### src/rtl/rle_pkg.sv
// rle_pkg: shared run-length word layout for the RLE encoder/decoder pair.
package rle_pkg;

  localparam int unsigned RLE_CW = 8;
  localparam int unsigned RLE_DW = 8;

  // Compressed word: run counter above the data byte
  typedef struct packed {
    logic [RLE_CW-1:0] cnt;
    logic [RLE_DW-1:0] dat;
  } rle_word_t;

  // Number of output samples a word expands to
  function automatic int rle_len(input logic [RLE_CW-1:0] cnt);
    return int'(cnt) + 1;
  endfunction

endpackage

### src/rtl/rld.sv
// rld: run-length decoder. Each input word {cnt, dat} expands to cnt+1 copies
// of dat; with cfg_ena=0 the cnt field is ignored (one output per input).
// Optional feature macro RLD_STAT_EN adds the sts_cnt emitted-sample counter.
module rld
  import rle_pkg::*;
#(
  parameter int unsigned CW = RLE_CW,
  parameter int unsigned DN = 1
) (
  input  logic               clk,
  input  logic               rst,
  input  logic [CW+RLE_DW-1:0] sti_tdata,
  input  logic               sti_tvalid,
  input  logic               sti_tlast,
  output logic               sti_tready,
  output logic [RLE_DW-1:0]  sto_tdata,
  output logic               sto_tvalid,
  output logic               sto_tlast,
  input  logic               sto_tready,
  output logic [DN-1:0]      sto_tkeep,
  input  logic               ctl_rst,
  input  logic               cfg_ena
`ifdef RLD_STAT_EN
  ,output logic [31:0]       sts_cnt
`endif
);

  logic [RLE_DW-1:0] data_q, data_d;
  logic              valid_q, valid_d;
  logic              last_q, last_d;
  logic              lst_q, lst_d;
  logic [CW-1:0]     rem_q, rem_d;

  logic [CW-1:0]     in_cnt_c;
  logic [RLE_DW-1:0] in_dat_c;
  logic              adv_c;
  logic              run_c;
  logic              in_xfer_c;
  logic              clr_c;

  assign in_cnt_c  = sti_tdata[CW+RLE_DW-1:RLE_DW];
  assign in_dat_c  = sti_tdata[RLE_DW-1:0];
  assign clr_c     = rst | ctl_rst;
  assign adv_c     = sto_tready | ~valid_q;
  assign run_c     = (rem_q != '0);
  assign sti_tready = adv_c & ~run_c;
  assign in_xfer_c = sti_tvalid & sti_tready;

  assign sto_tdata  = data_q;
  assign sto_tvalid = valid_q;
  assign sto_tlast  = last_q;
  assign sto_tkeep  = '1;

  // Next state: load a new word, repeat the held word, or drain the output
  always_comb begin
    data_d  = data_q;
    valid_d = valid_q;
    last_d  = last_q;
    lst_d   = lst_q;
    rem_d   = rem_q;
    if (in_xfer_c) begin
      data_d  = in_dat_c;
      valid_d = 1'b1;
      rem_d   = cfg_ena ? in_cnt_c : '0;
      lst_d   = sti_tlast;
      last_d  = sti_tlast & (~cfg_ena | (in_cnt_c == '0));
    end else if (run_c && adv_c) begin
      valid_d = 1'b1;
      rem_d   = rem_q - CW'(1);
      last_d  = lst_q & (rem_q == CW'(1));
    end else if (adv_c) begin
      valid_d = 1'b0;
    end
  end

  // Output stage and run state registers
  always_ff @(posedge clk) begin
    if (clr_c) begin
      data_q  <= '0;
      valid_q <= 1'b0;
      last_q  <= 1'b0;
      lst_q   <= 1'b0;
      rem_q   <= '0;
    end else begin
      data_q  <= data_d;
      valid_q <= valid_d;
      last_q  <= last_d;
      lst_q   <= lst_d;
      rem_q   <= rem_d;
    end
  end

`ifdef RLD_STAT_EN
  logic [31:0] stat_q, stat_d;

  assign sts_cnt = stat_q;

  // Emitted-sample count, wraps naturally at 2**32
  always_comb begin
    stat_d = stat_q + 32'(valid_q & sto_tready);
  end

  // Statistics register
  always_ff @(posedge clk) begin
    if (clr_c) begin
      stat_q <= '0;
    end else begin
      stat_q <= stat_d;
    end
  end
`endif

endmodule
### config.mk
export PLATFORM = sky130hd
export DESIGN_NAME = rld
export DESIGN_NICKNAME = d
export VERILOG_FILES = /design/src/rtl/rle_pkg.sv /design/src/rtl/rld.sv
export SDC_FILE = /design/constraint.sdc
export NUM_CORES = 1
export LEC_CHECK = 0
export CORE_ASPECT_RATIO = 1.4
export CORE_MARGIN = 2
export CORE_UTILIZATION = 40
export DETAILED_ROUTE_END_ITERATION = 10
export HOLD_SLACK_MARGIN = 0.06
export PLACE_DENSITY = 0.74
export RECOVER_POWER = 25
export REMOVE_ABC_BUFFERS = 1
export SLEW_MARGIN = 20
export SYNTH_ARGS = -nofsm -noshare
export SYNTH_HDL_FRONTEND = slang
export SYNTH_SLANG_ARGS = --single-unit
### constraint.sdc
create_clock -name clk -period 2 [get_ports clk]
set_input_delay 0.4 -clock clk [delete_from_list [all_inputs] [get_ports clk]]
set_output_delay 0.4 -clock clk [all_outputs]
set_load 0.03 [all_outputs]
# --- Word-level counts from Yosys, hierarchy flattened ---
# Index checks and enable logic that the tools add are counted.
classes:
  addsub: 1
  eq_ne: 1
  n_mux: 8
  n_bitwise: 10
  reduce_logical: 5
op_table:
  columns: ["cell", "count"]
  rows:
  - ["$mux W8", 3]
  - ["$eq A8 B1 Y1 const B", 1]
  - ["$logic_not A8 Y1", 1]
  - ["$reduce_bool A8 Y1", 1]
  - ["$sub A8 B1 Y8 const B", 1]
  - ["$mux W1", 5]
  - ["$and A1 B1 Y1", 4]
  - ["$not A1 Y1", 3]
  - ["$or A1 B1 Y1", 3]
  - ["$reduce_bool A3 Y1", 1]
  - ["$reduce_bool A2 Y1", 1]
  - ["$logic_and A1 B1 Y1", 1]
word_totals:
  ff_bits: 19
  in_bits: 23
  output_inout_bits: 12

# --- Longest topological paths before layout ---
logic_depth:
  depth_word: 5
  ltp_mapped: 7

# --- Worst setup path after synthesis ---
# Ideal clock, no wire load.
synth_path:
  kind: "register to output"
  startpoint: "register rem_q[0]"
  endpoint: "output port sti_tready"
  t_arrival_ns: 1.761
  required_time_ns: 1.600
  setup_slack_ns: -0.161
  stages_incl_launch_ff: 6
  cell_sequence: "dfxtp_1 > inv_1 > ha_1 > nor4b_1 > nand2_1 > nor2_1"
synth_via:
  elab_chain_len: 3
synth_rtl:
  columns: ["item", "line_no", "source"]
  rows:
  - ["start, declared", "rld.sv:32", "logic [CW-1:0] rem_q, rem_d;"]
  - ["start signal, assigned", "rld.sv:89", "rem_q <= rem_d;"]
  - ["$reduce_bool A8 Y1", "rld.sv:45", "assign run_c = (rem_q != '0);"]
  - ["$not A1 Y1", "rld.sv:46", "assign sti_tready = adv_c & ~run_c;"]
  - ["$and A1 B1 Y1", "rld.sv:46", null]
  - ["end, declared", "rld.sv:15", "output logic sti_tready,"]
# No other way between the ends.

# --- Worst setup path in the final report ---
layout_path:
  startpoint: "register rem_q[1]"
  endpoint: "output port sti_tready"
# Same word-level chain as after synthesis.

==> results.tsv <==
stage	metric	value	unit
status	status	finished, final reports clean	
yosys	synth_cells	124	
final_layout	seq_area	383	um^2
final_layout	fillers	235	
timing	finalMaxSlewViolations	0	
yosys	yosysMostFrequentCell	dfxtp_1	
setup_path	end_kind	output pin	
clocking	cts_tree	done	
setup_path	worst_ep_required_time	1.60	ns
clocking	cts_hold_buffers	0	
global_routing	antenna_found_initial	0	
setup_path	arrival	1.52	ns
timing	fin_crit_sh	95.9	%
clocking	clk_latency	0.31	ns
setup_path	start_kind	flop	
pwr	leakage	0.669	nW
setup_path	worstPathMaxFanout	2	
global_routing	busiest_layer	met2	
setup_path	crit_start	rem_q[1]$_SDFFE_PP0P_	
floorplanning	core-area	0.00259	mm^2
detailed_routing	drtPass1Iterations	4	
yosys	yosys-top-cells-area	dfxtp_1 (36%), mux2i_1 (12%), nor2_1 (6.0%)	
final_layout	num_antenna_cells	0	
final_layout	multi_input_area	676	um^2
detailed_routing	dr.first_iter.drc_count	33	
detailed_routing	vias_per_cell	5.47	
detailed_routing	ant_nets	0	
floorplanning	die_area	0.00310	mm^2
pwr	p_per_area	1750	mW/mm^2
clocking	clk_pin_slew	0.12	ns
yosys	synth-seq-area-share	35.7	%
global_routing	grt_pass1_vias	1182	
clocking	root_buffer	clkbuf_4	
clocking	cts.sinks	19	
place	io_buffer_count	33	
global_routing	grt_util_met2	37.8	%
global_routing	gr-total-overflow	0	
final_layout	post-route-util	62.4	%
place	dp_hpwl	2360	um
setup_path	reg2reg_from	rem_q[7]$_SDFFE_PP0P_	
yosys	yosysWarnings	0	
timing	rsz0062_at_grt	false	
floorplanning	die_h	65.1	um
detailed_routing	drc	0	
global_routing	gr-usage-all-layers	22.6	%
yosys	ys.flop_type	dfxtp_1	
setup_path	r2r_end	rem_q[4]$_SDFFE_PP0P_	
floorplanning	fp.dieW	47.6	um
setup_path	rr_worst_depth	4	
clocking	cts_made_buffers	3	
yosys	synthArstFlopShare	0	%
yosys	ys_types	37	
final_layout	drive_gt1_share	24.3	%
yosys	synth-seq-cells	19	
yosys	yosysTopAreaCell	dfxtp_1	
timing	clock_skew	0.00650	ns
setup_path	crit_type	reg -> out	
timing	setup_viol	0	
yosys	synth_edf_count	0	
clocking	clockBufferDepth	2	
clocking	htree_levels	1	
worst_hold_path	hold_class	reg -> reg	
yosys	synth_area	0.00107	mm^2
yosys	synth_top_area_share	35.7	%
final_layout	fin_nets	200	
detailed_routing	via_count	1143	
global_routing	grtUsageMet1	25.7	%
yosys	avgSynthCellArea	8.60	um^2
setup_path	r2r_setup_slack	0.10	ns
timing	hold_violations	0	
floorplanning	boundaryPins	35	
detailed_routing	wl_per_cell	15.1	um
place	gp_congestion	0.880	
timing	finalWorstPathRequiredPeriod	1.92	ns
yosys	synthTopCellsByCount	dfxtp_1 (19), nor2_1 (17), mux2i_1 (13), a21oi_1 (8)	
final_layout	area_growth	51.5	%
place	pre_cts_ws	-0.0777	ns
floorplanning	start_util	41.2	%
detailed_routing	wl	3160	um
pwr	max-vdd-ir-drop	912	uV
timing	layout_setup_ws	0.0812	ns
job	cap_violations	0	
floorplanning	rows	22	
global_routing	grt_max_degree	13	
global_routing	grt_use_met3	5.01	%
global_routing	grt_pass1_wl	5130	um
setup_path	cp-endpoint	sti_tready	
timing	clock.fmax	0.521	GHz
==> sequential cells by signal, indices dropped and copies added, names as in the netlist <==
signal and cells:
rem_q 8, sto_tdata 8, lst_q 1, sto_tlast 1, sto_tvalid 1
==> cell usage in the layout, fill, tap and decap left out, types with 3 or more instances in the layout <==
master,Yosys,final
dlygate4sd3_1,0,5
clkdlybuf4s50_1,0,27
nand3_1,7,7
a21oi_1,8,8
a31oi_1,4,4
dfxtp_1,19,17
nor2_1,17,16
mux2i_1,13,13
o21ai_0,5,5
nand2_1,7,6
clkbuf_4,0,3
buf_4,2,20
==> metal layers <==
metal | routed length [um] | vias to the layer above | share of wire (%)
met5 | 0 | - | 0
met4 | 96 | 0 | 3.0
met3 | 156 | 8 | 4.9
met2 | 1680 | 40 | 53
met1 | 1230 | 539 | 39
li1 | - | 556 | -
==> how the worst min path moves through the flow <==
| stage | start | end | slack (ns) | cells after the start |
|---|---|---|---|---|
| 2_1_floorplan | rem_q[4]$_SDFFE_PP0P_ | rem_q[4]$_SDFFE_PP0P_ | 0.45 | 2 |
| 5_1_grt | sto_tdata[2]$_SDFFE_PP0N_ | sto_tdata[2]$_SDFFE_PP0N_ | 0.52 | 2 |
| 3_5_place_dp | sto_tdata[7]$_SDFFE_PP0N_ | sto_tdata[7]$_SDFFE_PP0N_ | 0.48 | 2 |
| 4_1_cts | sto_tdata[5]$_SDFFE_PP0N_ | sto_tdata[5]$_SDFFE_PP0N_ | 0.52 | 2 |
| 3_3_place_gp | sto_tdata[0]$_SDFFE_PP0N_ | sto_tdata[0]$_SDFFE_PP0N_ | 0.47 | 2 |
| 6_report | sto_tdata[5]$_SDFFE_PP0N_ | sto_tdata[5]$_SDFFE_PP0N_ | 0.50 | 2 |
==> critical path: stages (launching register included) <==
cell and delay, ns:
dfxtp_2 0.34, inv_2 0.07, ha_4 0.15, nor4b_4 0.19, buf_4 0.15, nand2_2 0.06
nor2_2 0.09, buf_4 0.17
==> area by class of cell <==
cell class                      count  share of cell area (%)
Inverter                            4                   0.930
Tap cell                           36                    2.79
Sequential cell                    19                    23.7
Multi-Input combinational cell     94                    41.8
Timing Repair Buffer               52                    29.1
Clock buffer                        4                    1.63
==> metrics by stage <==
stage | hold slack (ns) | instances | total power [mW] | setup TNS, ns | instance area (um^2)
after floorplan | 0.451 | 117 | 1.66 | -0.502 | 1020
after global placement | 0.473 | 203 | 2.35 | 0 | 1520
after detailed placement | 0.484 | 203 | 2.38 | -0.0777 | 1520
after CTS | 0.516 | 209 | 2.71 | 0 | 1590
after global routing | 0.519 | 209 | 3.04 | 0 | 1620
final | 0.504 | 209 | 2.83 | 0 | 1620
==> where the power goes <==
group          total [mW]  switching, mW  internal [mW]
registers           0.583         0.0998          0.484
logic                2.04           1.04           1.01
clock network       0.205          0.128         0.0779
total                2.83           1.26           1.57
==> logic make-up (layout without fill, tap and decap cells) <==
family / count (synthesis) / after routing / synth area share [%]
flip-flops: 19 / 19 / 35.7
adder cells (fa/ha/maj): 3 / 3 / 3.52
AND/OR/NAND/NOR: 50 / 50 / 25.4
AO/OA/AOI/OAI: 26 / 26 / 15.8
other: 1 / 1 / 0.352
multiplexers: 14 / 14 / 13.3
buffers and inverters: 11 / 60 / 5.98
==> what timing repair did <==
item / in CTS / in global routing
setup endpoints to repair: 1 / 3
buffers inserted: 2 / 0
pin swaps: 2 / 1
gates resized for setup: 6 / 8
Power figures use the tool's default switching activity.
